<file path="config.mk">
export PLATFORM = sky130hd
export DESIGN_NAME = layer_serializer_flat
export DESIGN_NICKNAME = d
export VERILOG_FILES = /design/src/rtl/layer_ser_if.sv /design/src/rtl/layer_serializer.sv /design/src/flat_wrapper.sv
export SDC_FILE = /design/constraint.sdc
export NUM_CORES = 1
export LEC_CHECK = 0
export ABC_AREA = 1
export BUFFER_PORTS_ARGS = -buffer_cell sky130_fd_sc_hd__clkbuf_2
export CORE_MARGIN = 3
export CORE_UTILIZATION = 55
export DETAILED_ROUTE_END_ITERATION = 10
export MAX_ROUTING_LAYER = met4
export PLACE_DENSITY = 0.78
export SLEW_MARGIN = 20
export SYNTH_ARGS = -nofsm -noshare
export SYNTH_HDL_FRONTEND = slang
export SYNTH_SLANG_ARGS = --single-unit
</file>
<file path="constraint.sdc">
create_clock -name clk -period 6.7 [get_ports clk]
set_input_delay 0.67 -clock clk [delete_from_list [all_inputs] [get_ports clk]]
set_output_delay 0.67 -clock clk [all_outputs]
set_load 0.02 [all_outputs]
</file>
<file path="src/rtl/layer_ser_if.sv">
// Handshake bundle for layer_serializer: parallel vector in, serial element stream out.
interface layer_ser_if #(
    parameter int NEURON_NUM = 30,
    parameter int DATA_WIDTH = 16,
    parameter int CNT_WIDTH  = 16
);
    logic [NEURON_NUM*DATA_WIDTH-1:0] in_data;
    logic                             in_valid;
    logic                             in_ready;
    logic [DATA_WIDTH-1:0]            out_data;
    logic                             out_valid;
    logic                             out_ready;
    logic                             out_last;
    logic [CNT_WIDTH-1:0]             out_index;

    modport slave (
        input  in_data, in_valid, out_ready,
        output in_ready, out_data, out_valid, out_last, out_index
    );

    modport master (
        output in_data, in_valid, out_ready,
        input  in_ready, out_data, out_valid, out_last, out_index
    );
endinterface

</file>
<file path="src/rtl/layer_serializer.sv">
// Serializes a packed NEURON_NUM-element layer vector into one element per beat, element 0 first.
// Optional double buffering (back-to-back vectors without a bubble) is enabled by LAYER_SER_PINGPONG_EN.
module layer_serializer #(
    parameter int NEURON_NUM = 30,
    parameter int DATA_WIDTH = 16,
    parameter int CNT_WIDTH  = 16
) (
    input  logic        clk,
    input  logic        rst_n,
    layer_ser_if.slave  bus,
    output logic        busy,
    output logic [7:0]  ovf_cnt
);

    typedef enum logic {IDLE, SEND} state_t;

    localparam logic [CNT_WIDTH-1:0] LAST_IDX = CNT_WIDTH'(NEURON_NUM - 1);

    state_t                 state_q, state_d;
    logic [CNT_WIDTH-1:0]   index_q, index_d;
    logic [DATA_WIDTH-1:0]  active_q [NEURON_NUM];
    logic [DATA_WIDTH-1:0]  active_d [NEURON_NUM];
    logic [7:0]             ovf_q, ovf_d;
    logic [DATA_WIDTH-1:0]  in_elem  [NEURON_NUM];
    logic [DATA_WIDTH-1:0]  out_data_c;
    logic                   in_ready_c;
    logic                   in_hs;
    logic                   out_hs;
    logic                   last_hs;

`ifdef LAYER_SER_PINGPONG_EN
    logic [DATA_WIDTH-1:0]  pend_q [NEURON_NUM];
    logic [DATA_WIDTH-1:0]  pend_d [NEURON_NUM];
    logic                   pend_full_q, pend_full_d;

    assign in_ready_c = !pend_full_q;
`else
    assign in_ready_c = (state_q == IDLE);
`endif

    generate
        for (genvar gi = 0; gi < NEURON_NUM; gi++) begin : g_unpack
            assign in_elem[gi] = bus.in_data[gi*DATA_WIDTH +: DATA_WIDTH];
        end
    endgenerate

    assign in_hs   = bus.in_valid && in_ready_c;
    assign out_hs  = (state_q == SEND) && bus.out_ready;
    assign last_hs = out_hs && (index_q == LAST_IDX);

    always_comb begin
        state_d  = state_q;
        index_d  = index_q;
        active_d = active_q;
        ovf_d    = ovf_q;
`ifdef LAYER_SER_PINGPONG_EN
        pend_d      = pend_q;
        pend_full_d = pend_full_q;
`endif
        // Dropped offers are only counted; they never touch the buffers.
        if (bus.in_valid && !in_ready_c && (ovf_q != 8'hFF)) begin
            ovf_d = ovf_q + 8'd1;
        end

        case (state_q)
            IDLE: begin
                if (in_hs) begin
                    active_d = in_elem;
                    index_d  = '0;
                    state_d  = SEND;
                end
            end
            SEND: begin
                if (last_hs) begin
`ifdef LAYER_SER_PINGPONG_EN
                    // Next vector comes from pending first, else straight from the input.
                    if (pend_full_q) begin
                        active_d    = pend_q;
                        index_d     = '0;
                        pend_full_d = 1'b0;
                    end else if (in_hs) begin
                        active_d = in_elem;
                        index_d  = '0;
                    end else begin
                        index_d = '0;
                        state_d = IDLE;
                    end
`else
                    index_d = '0;
                    state_d = IDLE;
`endif
                end else begin
                    if (out_hs) begin
                        index_d = index_q + 1'b1;
                    end
`ifdef LAYER_SER_PINGPONG_EN
                    if (in_hs) begin
                        pend_d      = in_elem;
                        pend_full_d = 1'b1;
                    end
`endif
                end
            end
            default: state_d = IDLE;
        endcase
    end

    // Index mux written as a compare chain so the index width never has to match the array depth.
    always_comb begin
        out_data_c = '0;
        for (int k = 0; k < NEURON_NUM; k++) begin
            if ((state_q == SEND) && (index_q == CNT_WIDTH'(k))) begin
                out_data_c = active_q[k];
            end
        end
    end

    always_ff @(posedge clk or negedge rst_n) begin
        if (!rst_n) begin
            state_q <= IDLE;
            index_q <= '0;
            ovf_q   <= '0;
            for (int k = 0; k < NEURON_NUM; k++) begin
                active_q[k] <= '0;
            end
`ifdef LAYER_SER_PINGPONG_EN
            for (int k = 0; k < NEURON_NUM; k++) begin
                pend_q[k] <= '0;
            end
            pend_full_q <= 1'b0;
`endif
        end else begin
            state_q  <= state_d;
            index_q  <= index_d;
            ovf_q    <= ovf_d;
            active_q <= active_d;
`ifdef LAYER_SER_PINGPONG_EN
            pend_q      <= pend_d;
            pend_full_q <= pend_full_d;
`endif
        end
    end

    assign bus.in_ready  = in_ready_c;
    assign bus.out_valid = (state_q == SEND);
    assign bus.out_last  = (state_q == SEND) && (index_q == LAST_IDX);
    assign bus.out_index = index_q;
    assign bus.out_data  = out_data_c;
    assign busy          = (state_q == SEND);
    assign ovf_cnt       = ovf_q;

endmodule

</file>
<file path="src/flat_wrapper.sv">
// flat-port wrapper written by rule: the top's interface ports become plain ports
module layer_serializer_flat 
#(
    parameter int NEURON_NUM = 30,
    parameter int DATA_WIDTH = 16,
    parameter int CNT_WIDTH  = 16
)
  (clk, rst_n, busy, ovf_cnt, bus_in_data, bus_in_valid, bus_out_ready, bus_in_ready, bus_out_data, bus_out_valid, bus_out_last, bus_out_index);
  layer_ser_if #(.NEURON_NUM(NEURON_NUM), .DATA_WIDTH(DATA_WIDTH), .CNT_WIDTH(CNT_WIDTH)) bus_i ();
  input  logic clk;
  input  logic rst_n;
  output logic busy;
  output logic [7:0] ovf_cnt;
  input wire logic [$bits(bus_i.in_data)-1:0] bus_in_data;
  input wire logic [$bits(bus_i.in_valid)-1:0] bus_in_valid;
  input wire logic [$bits(bus_i.out_ready)-1:0] bus_out_ready;
  output wire logic [$bits(bus_i.in_ready)-1:0] bus_in_ready;
  output wire logic [$bits(bus_i.out_data)-1:0] bus_out_data;
  output wire logic [$bits(bus_i.out_valid)-1:0] bus_out_valid;
  output wire logic [$bits(bus_i.out_last)-1:0] bus_out_last;
  output wire logic [$bits(bus_i.out_index)-1:0] bus_out_index;
  assign bus_i.in_data = bus_in_data;
  assign bus_i.in_valid = bus_in_valid;
  assign bus_i.out_ready = bus_out_ready;
  assign bus_in_ready = bus_i.in_ready;
  assign bus_out_data = bus_i.out_data;
  assign bus_out_valid = bus_i.out_valid;
  assign bus_out_last = bus_i.out_last;
  assign bus_out_index = bus_i.out_index;
  layer_serializer #(.NEURON_NUM(NEURON_NUM), .DATA_WIDTH(DATA_WIDTH), .CNT_WIDTH(CNT_WIDTH)) u_core (.clk(clk), .rst_n(rst_n), .bus(bus_i), .busy(busy), .ovf_cnt(ovf_cnt));
endmodule
</file>
==> run metrics, run 1 <==
Final Hold Vio Count 0; total power per unit cell area around 400 nW/um2; Skew-Pair Late Insertion Delay slightly above 0.6 ns; fin cells ~4600; Critical Path Start u_core.bus.out_index[12]; clock-pin slew of the registers on the worst-case setup and hold paths 0.06 ns; total nets after synthesis between 4000 and 5000; global-route wire length before repair 120500 um; synthesized area ~25000 um2; count of final setup violators 0; total of warnings raised by yosys 0; synthesized-area fraction occupied by and/or/nand/nor cells between 30% and 40%; run status finished, final reports clean; detailed-routing iteration count for the pre-antenna-repair pass 6; cell repeated most along the worst path sky130_fd_sc_hd__nand2_1; Final Worst Setup Slack approximately 0.4 ns; number of antenna violations at the first check in global routing 6; minimum setup slack after placement about 0.76 ns; leading register cell type out of synthesis sky130_fd_sc_hd__dfrtp_1; worst setup slack for register-to-register paths around 2.8 ns; sort of element at the end of the critical path output pin; initial core utilization between 50% and 60%; Peak Freq 158.7 MHz; share of the synthesized netlist area taken by xor and xnor gates less than 1%; routed via count ~24000; Tightest Hold Check Type primary input to async pin; Vias per Instance around 5.2; end of the worst register-to-register path u_core.bus.out_index[15]; y dimension of the die 220.8 um; Cells after Synth 3514; worst setup path endpoint bus_out_data[8]; Synth Area per Inst 7.220 um2; TritonCTS buffer count between 50 and 60; fraction of final layout cells sized beyond drive strength 1 a little under a quarter; Routed WL per cell approximately 17 um; post-synthesis to final-layout area growth 20.54%; H-Tree Level Count 2; number of flip-flops and latches in the synthesized netlist 505; Remaining DRCs 0; Period Utilization, post-route about 94%; wire length after detailed routing ~80000 um; Critical Path Slowest Stage Cell sky130_fd_sc_hd__dfrtp_2; post-detail-place hpwl 56040 um; global route overflow 0; unrepaired setup endpoints after global routing true; Port Buffers roughly 530; # hold bufs at CTS 0; largest family of logic cells by synthesized area simple AND/OR/NAND/NOR gates; EDFF count, synth 0; WP data arrival 5.63 ns; Synth Area in Compound Gates 4.814%; overall routing resource usage 32.63%; last weighted congestion value of the routability-driven placer 0.9331; number of top-level pins roughly 530; startpoint of the lowest-slack register-to-register path u_core.bus.out_valid; final critical delay including setup and external delays 6.300 ns; clock tree from TritonCTS done; Max Buffers Root-to-Sink 3; number of placed instances, taps included approximately 4500; iteration-0 DRC count of the detailed router ~2400; worst-path fanout max 7; post-route total power around 0.012 W; clock sink total 505; post-route cell area roughly 30000 um2; Nets between 4000 and 5000; number of library cell types mapped by synthesis between 50 and 60; max-capacitance violation count 0; worst endpoint required time 6.03 ns; die width 220.8 um; critical path class register to output pin; Post-DRT Antenna Nets 0; Core Rows just under 80; slew at the pin closest to its max-slew limit approximately 1.0 ns; Final Max Slew Viols 0; Setup crit start kind register; Placeable Area approximately 45000 um2; worst IR drop on VDD 351.9 uV; Relative slew margins between 30% and 40%; Post-synth ARST share 100.0%; largest clock skew in the final design about 0.027 ns; CP peak stage delay 0.45 ns; Worst Reg2Reg Path Length in Cells 8; sequential element share of the synthesized area about half; Final Util between 60% and 70%; CTS Root Cell sky130_fd_sc_hd__clkbuf_16; Placed Area between 20000 and 30000 um2; multiplexer area fraction after synthesis 0.03946%; Leakage Power 17.54 nW; floorplan die area roughly 49000 um2; largest net degree at the start of global routing about 220; number of global-route vias before repair between 20000 and 25000; arithmetic-cell share of the synthesized area counting full adders, half adders and majority gates less than 1%
[flip-flops by register name, indices dropped and copies added (netlist names)]
signal / count
u_core.bus.out_index: 16
u_core.bus.out_valid: 1
u_core.ovf_cnt: 8
u_core.active_q: 480
[worst max-delay path: cells and delay by family, from the launching register on]
family,cells,cell delay [ns]
AO/OA/AOI/OAI,5,1.03
buffers and inverters,3,0.50
flip-flops,1,0.45
multiplexers,1,0.13
AND/OR/NAND/NOR,37,2.89
[report_power, final]
part           switching, W  internal, W
clock network       0.00128      0.00173
registers          0.000591      0.00404
logic               0.00298      0.00164
[synth_stat cells, drive strengths merged (2+ instances only)]
master / count / area [um2]
nand3: 25 / 147.7
xnor2: 4 / 35.03
dfrtp: 505 / 12640
nor2: 176 / 719.4
o211ai: 15 / 132.6
nand4: 9 / 71.32
or2: 178 / 1114
nor3b: 5 / 48.80
a31oi: 2 / 12.51
buf: 65 / 468.0
inv: 73 / 276.5
xor2: 7 / 61.31
o21ai: 87 / 435.4
o21bai: 2 / 15.01
ha: 5 / 62.56
nand2: 2111 / 7946
clkbuf: 113 / 431.7
a21boi: 3 / 22.52
a21oi: 88 / 440.4
o221ai: 3 / 26.28
clkinv: 3 / 12.51
nor4: 3 / 18.77
nor3: 9 / 61.31
a211oi: 3 / 22.52
o22ai: 11 / 68.82
[layout make-up]
| type | instances | area [um2] |
|---|---|---|
| multi-input combinational | 2755 | 11790 |
| tap | 600 | 750.7 |
| timing repair inverter | 3 | 15.01 |
| timing repair buffer | 592 | 3267 |
| clock buffer | 79 | 1554 |
| antenna | 6 | 15.01 |
| clock inverter | 20 | 216.5 |
| fill | 4014 | 14900 |
| sequential | 505 | 12650 |
| inverter | 76 | 329.1 |
[logic make-up (layout without fill, tap and decap cells)]
family,after synthesis,count (layout)
buffers and inverters,256,770
adders and majority gates,5,5
muxes,1,1
and+or+nand+nor,2517,2519
other,0,6
AOI/OAI and AO/OA,219,219
xor gates and xnor gates,11,11
DFF,505,505
[timing repair]
action	in CTS	in global routing
setup endpoints to repair	0	16
setup buffers	0	39
gates resized for setup	0	99
[per-stage QoR]
stage | hold WS, ns | setup TNS, ns
2_1_floorplan | 0.3744 | 0
3_3_place_gp | 0.4537 | 0
3_5_place_dp | 0.4574 | 0
4_1_cts | 0.05218 | 0
5_1_grt | 0.08730 | -0.3307
6_report | 0.05724 | 0
[worst min-delay path by stage]
stage	startpoint	to	slack, ns	cells after the start
final	rst_n	u_core.active_q[304]	0.06	1
after global routing	rst_n	u_core.active_q[304]	0.09	1
after CTS	rst_n	u_core.active_q[304]	0.05	1
after detailed placement	u_core.active_q[283]	u_core.active_q[283]	0.46	2
after global placement	u_core.active_q[156]	u_core.active_q[156]	0.45	2
after floorplan	rst_n	u_core.active_q[0]	0.37	0
[cells in the final DEF (no fill, tap or decap), drive strengths merged, types with 10 or more instances in the layout]
master and instances:
nand2 2111, clkbuf 601, dfrtp 505, or2 178, nor2 176, a21oi 88
o21ai 87, inv 73, buf 70, nand3 26, clkinv 16, o211ai 15
o22ai 11, nand4 10
[metal layers]
metal / global-route usage [%] / up-vias / part of all wire [%]
met5: - / - / 0
met4: 12.56 / 0 / 4.0
met3: 5.520 / 176 / 8.0
met2: 50.02 / 1048 / 47
met1: 43.87 / 11260 / 41
li1: - / 11700 / -
(Power assumes the default switching activity.)
==> inputs of run 2 (changes only) <==
Settings changed: ABC_AREA 1 to default.
==> run 2 against run 1 <==
Flip-flop and latch count unchanged. Design area decreased by 3.3%. Global-route usage increased by 5.1 points. Fmax increased by 4.2%. Die area decreased by 3.1%. Largest cell class unchanged. Highest routed layer unchanged.
==> run metrics, run 2 <==
clock tree from TritonCTS done; share of the synthesized area in the top cell type 51.44% (+1.6 points); Post-CTS Repair Setup Buffers 0 (unchanged); y dimension of the die 217.4 um (-1.5%); Vias per Instance 6.520 (+25%); Synth area leader sky130_fd_sc_hd__dfrtp_1; Remaining DRCs 0 (unchanged); post-route cell area 29560 um2 (-3.3%); fin cells 3192 (-31%); worst IR drop on VDD 274.1 uV (-22%); largest cells by area after synthesis sky130_fd_sc_hd__dfrtp_1 (51%), sky130_fd_sc_hd__mux2_2 (22%), sky130_fd_sc_hd__o21ai_0 (2.4%); Tightest Hold Check Type primary input to async pin; post-synthesis to final-layout area growth 20.31%; number of global-route vias before repair 20720 (-7.9%); most frequent standard cell in the layout excluding fill and tap cells sky130_fd_sc_hd__clkbuf_2; last weighted congestion value of the routability-driven placer 0.9791 (+4.9%); post-cts resize count 0 (unchanged); Synth Area per Inst 11.81 um2 (+64%); Post-DRT Antenna Nets 0 (unchanged); final critical delay including setup and external delays 6.047 ns (-0.2529 ns); Final Hold Vio Count 0 (unchanged); Critical Path Slowest Stage Cell sky130_fd_sc_hd__or4_2; top library cells by usage in the layout, fill and taps aside sky130_fd_sc_hd__clkbuf_2 (526), sky130_fd_sc_hd__dfrtp_1 (505), sky130_fd_sc_hd__mux2_2 (475), sky130_fd_sc_hd__nand2_1 (145), sky130_fd_sc_hd__o21ai_0 (117); total nets after synthesis 2569 (-36%); wire length after detailed routing 88950 um (+11%); Leakage Power 12.95 nW (-26%); met3 Track Usage GR 6.828% (+1.3 points); final-layout fill cell count 3285 (-18%); Port Buffers 527 (unchanged); synthesized area 24570 um2 (-3.2%); Top reg by flops u_core.active_q; critical path class register to output pin; initial core utilization 56.41% (+0.63 points); number of library cell types mapped by synthesis 86 (+51%); overall routing resource usage 37.78% (+5.1 points); Setup crit start kind register; Worst Reg2Reg Path Length in Cells 7 (-1); Placed Area 27680 um2 (-1.6%); global-route wire length before repair 130200 um (+8.0%); Peak Freq 165.4 MHz (+4.2%); count of final setup violators 0 (unchanged); worst-path fanout max 25 (+18); post-detail-place hpwl 67300 um (+20%); global route overflow 0 (unchanged); worst endpoint required time 6.03 ns (about the same); Sum Neg Setup Slack 0 ns (unchanged); family with the most delay on the worst path simple AND/OR/NAND/NOR gates; leading cell type by number of instances after synthesis sky130_fd_sc_hd__dfrtp_1; iteration-0 DRC count of the detailed router 2806 (+15%); Core Rows 76 (-2.6%); fraction of final layout cells sized beyond drive strength 1 45.47% (+22 points); TritonCTS buffer count 53 (unchanged); H-Tree Level Count 2 (unchanged); Final Max Slew Viols 0 (unchanged); EDFF count, synth 0 (unchanged); # hold bufs at CTS 0 (unchanged); ranking of synthesized cells by instance count sky130_fd_sc_hd__dfrtp_1 (505), sky130_fd_sc_hd__mux2_2 (475), sky130_fd_sc_hd__nand2_1 (145); Placeable Area 43550 um2 (-4.2%); Nets 3047 (-32%); number of antenna violations at the first check in global routing 5 (-1); leading register cell type out of synthesis sky130_fd_sc_hd__dfrtp_1; number of placed instances, taps included 3087 (-31%); unrepaired setup endpoints after global routing false; Max Buffers Root-to-Sink 3 (unchanged); Period Utilization, post-route 90.25% (-3.8 points); largest net degree at the start of global routing 200 (-8.3%); startpoint of the lowest-slack register-to-register path u_core.bus.out_index[12]; Post-synth ARST share 100.0% (unchanged); number of flip-flops and latches in the synthesized netlist 505 (unchanged); detailed-routing iteration count for the pre-antenna-repair pass 5 (-1); floorplan die area 47240 um2 (-3.1%); worst setup slack for register-to-register paths 2.66 ns (-0.14 ns); grt met2 use 58.89% (+8.9 points); post-route total power 0.01206 W (-1.6%); WP data arrival 5.38 ns (-0.25 ns); largest clock skew in the final design 0.01303 ns (-0.01443 ns); Cells after Synth 2080 (-41%); die width 217.4 um (-1.5%); flip-flop count of the largest register, all copies and words added 480 (unchanged); max-capacitance violation count 0 (unchanged); smallest hold slack 0.04990 ns (-0.007342 ns); sequential element share of the synthesized area 51.44% (+1.6 points); CP peak stage delay 1.18 ns (+0.73 ns); M1 GR Usage 49.48% (+5.6 points); total of warnings raised by yosys 0 (unchanged); number of top-level pins 528 (unchanged); routed via count 20810 (-14%); end of the worst register-to-register path u_core.bus.out_index[9]; GRT Max-Usage Layer met2; slew at the pin closest to its max-slew limit 1.151 ns (+0.1124 ns); Sequential Area 12640 um2 (about the same); Relative slew margins 23.25% (-7.5 points); clock-pin slew of the registers on the worst-case setup and hold paths 0.06 ns (about the same); run status finished, final reports clean; sort of element at the end of the critical path output pin; clock sink total 505 (unchanged); crit path buf inv count 2 (-1); Routed WL per cell 27.86 um (+61%); worst path cell trace or4_2 -> nor3_4 -> a32oi_1 -> o32ai_1 -> o21ai_0 -> a221oi_1 -> a2111oi_0 -> buf_4 -> o211ai_1 -> clkbuf_2; area occupied by multi-input gates 11240 um2 (-4.6%); Skew-Pair Late Insertion Delay 0.60 ns (-0.02 ns); CTS Root Cell sky130_fd_sc_hd__clkbuf_16; total power per unit cell area 408.0 nW/um2 (+1.8%)
==> run 2: changes by cell type after synthesis, sizes merged, moves of 25 or more <==
cell / before / now
nand3: 25 / 62
or2: 178 / 1
mux2: 0 / 475
o21ai: 87 / 124
inv: 73 / 14
nor4: 3 / 33
a22oi: 0 / 25
nand2: 2111 / 147
nor2: 176 / 95
==> run 2: how the worst max path moves through the flow <==
stage | startpoint | end | slack [ns] | cells past startpoint
6_report | u_core.bus.out_index[12] | bus_out_data[15] | 0.65 | 10
3_3_place_gp | u_core.bus.out_index[9] | bus_out_data[1] | 1.26 | 9
5_1_grt | u_core.bus.out_index[12] | bus_out_data[14] | 0.65 | 9
4_1_cts | u_core.bus.out_index[9] | bus_out_data[1] | 0.79 | 9
2_1_floorplan | u_core.bus.out_index[0] | bus_out_data[13] | 2.89 | 11
3_5_place_dp | u_core.bus.out_index[9] | bus_out_data[1] | 1.47 | 9
==> run 2: routing by layer <==
metal	part of all wire (%)	routed length, um
met1	39	34960
met2	47	41850
met3	8.9	7923
met4	4.7	4213
met5	0	0
==> run 2: kinds of logic (layout without fill, tap and decap cells) <==
| kind of cell | Yosys count | after routing | synth area share [%] |
|---|---|---|---|
| xor+xnor | 10 | 10 | 0.3565 |
| compound gates | 456 | 456 | 12.45 |
| buf+inv | 162 | 684 | 3.030 |
| mux | 476 | 476 | 21.81 |
| other cells | 0 | 5 | 0 |
| flops | 505 | 505 | 51.44 |
| simple gates | 466 | 466 | 10.66 |
| fa+ha+maj | 5 | 5 | 0.2546 |
==> run 2: where the power goes <==
part / total (W) / internal (W) / switching (W)
Sequential: 0.00517 / 0.00421 / 0.000966
Combinational: 0.00378 / 0.00169 / 0.00209
Clock: 0.00311 / 0.00186 / 0.00125
Total: 0.0121 / 0.00775 / 0.00431
==> run 2: layout make-up <==
class	instances	share of cell area (%)
Sequential cell	505	42.75
Multi-Input combinational cell	1413	38.04
Timing Repair Buffer	571	10.27
Clock buffer	81	5.359
Tap cell	585	2.476
Clock inverter	18	0.8847
Inverter	14	0.1778
Antenna cell	5	0.04233
==> run 2: per-stage QoR <==
step,worst slack (ns),utilization (%)
6_report,0.6530,67.87
5_1_grt,0.6533,67.87
4_1_cts,0.7939,67.80
3_5_place_dp,1.471,63.56
3_3_place_gp,1.265,63.56
2_1_floorplan,2.887,-
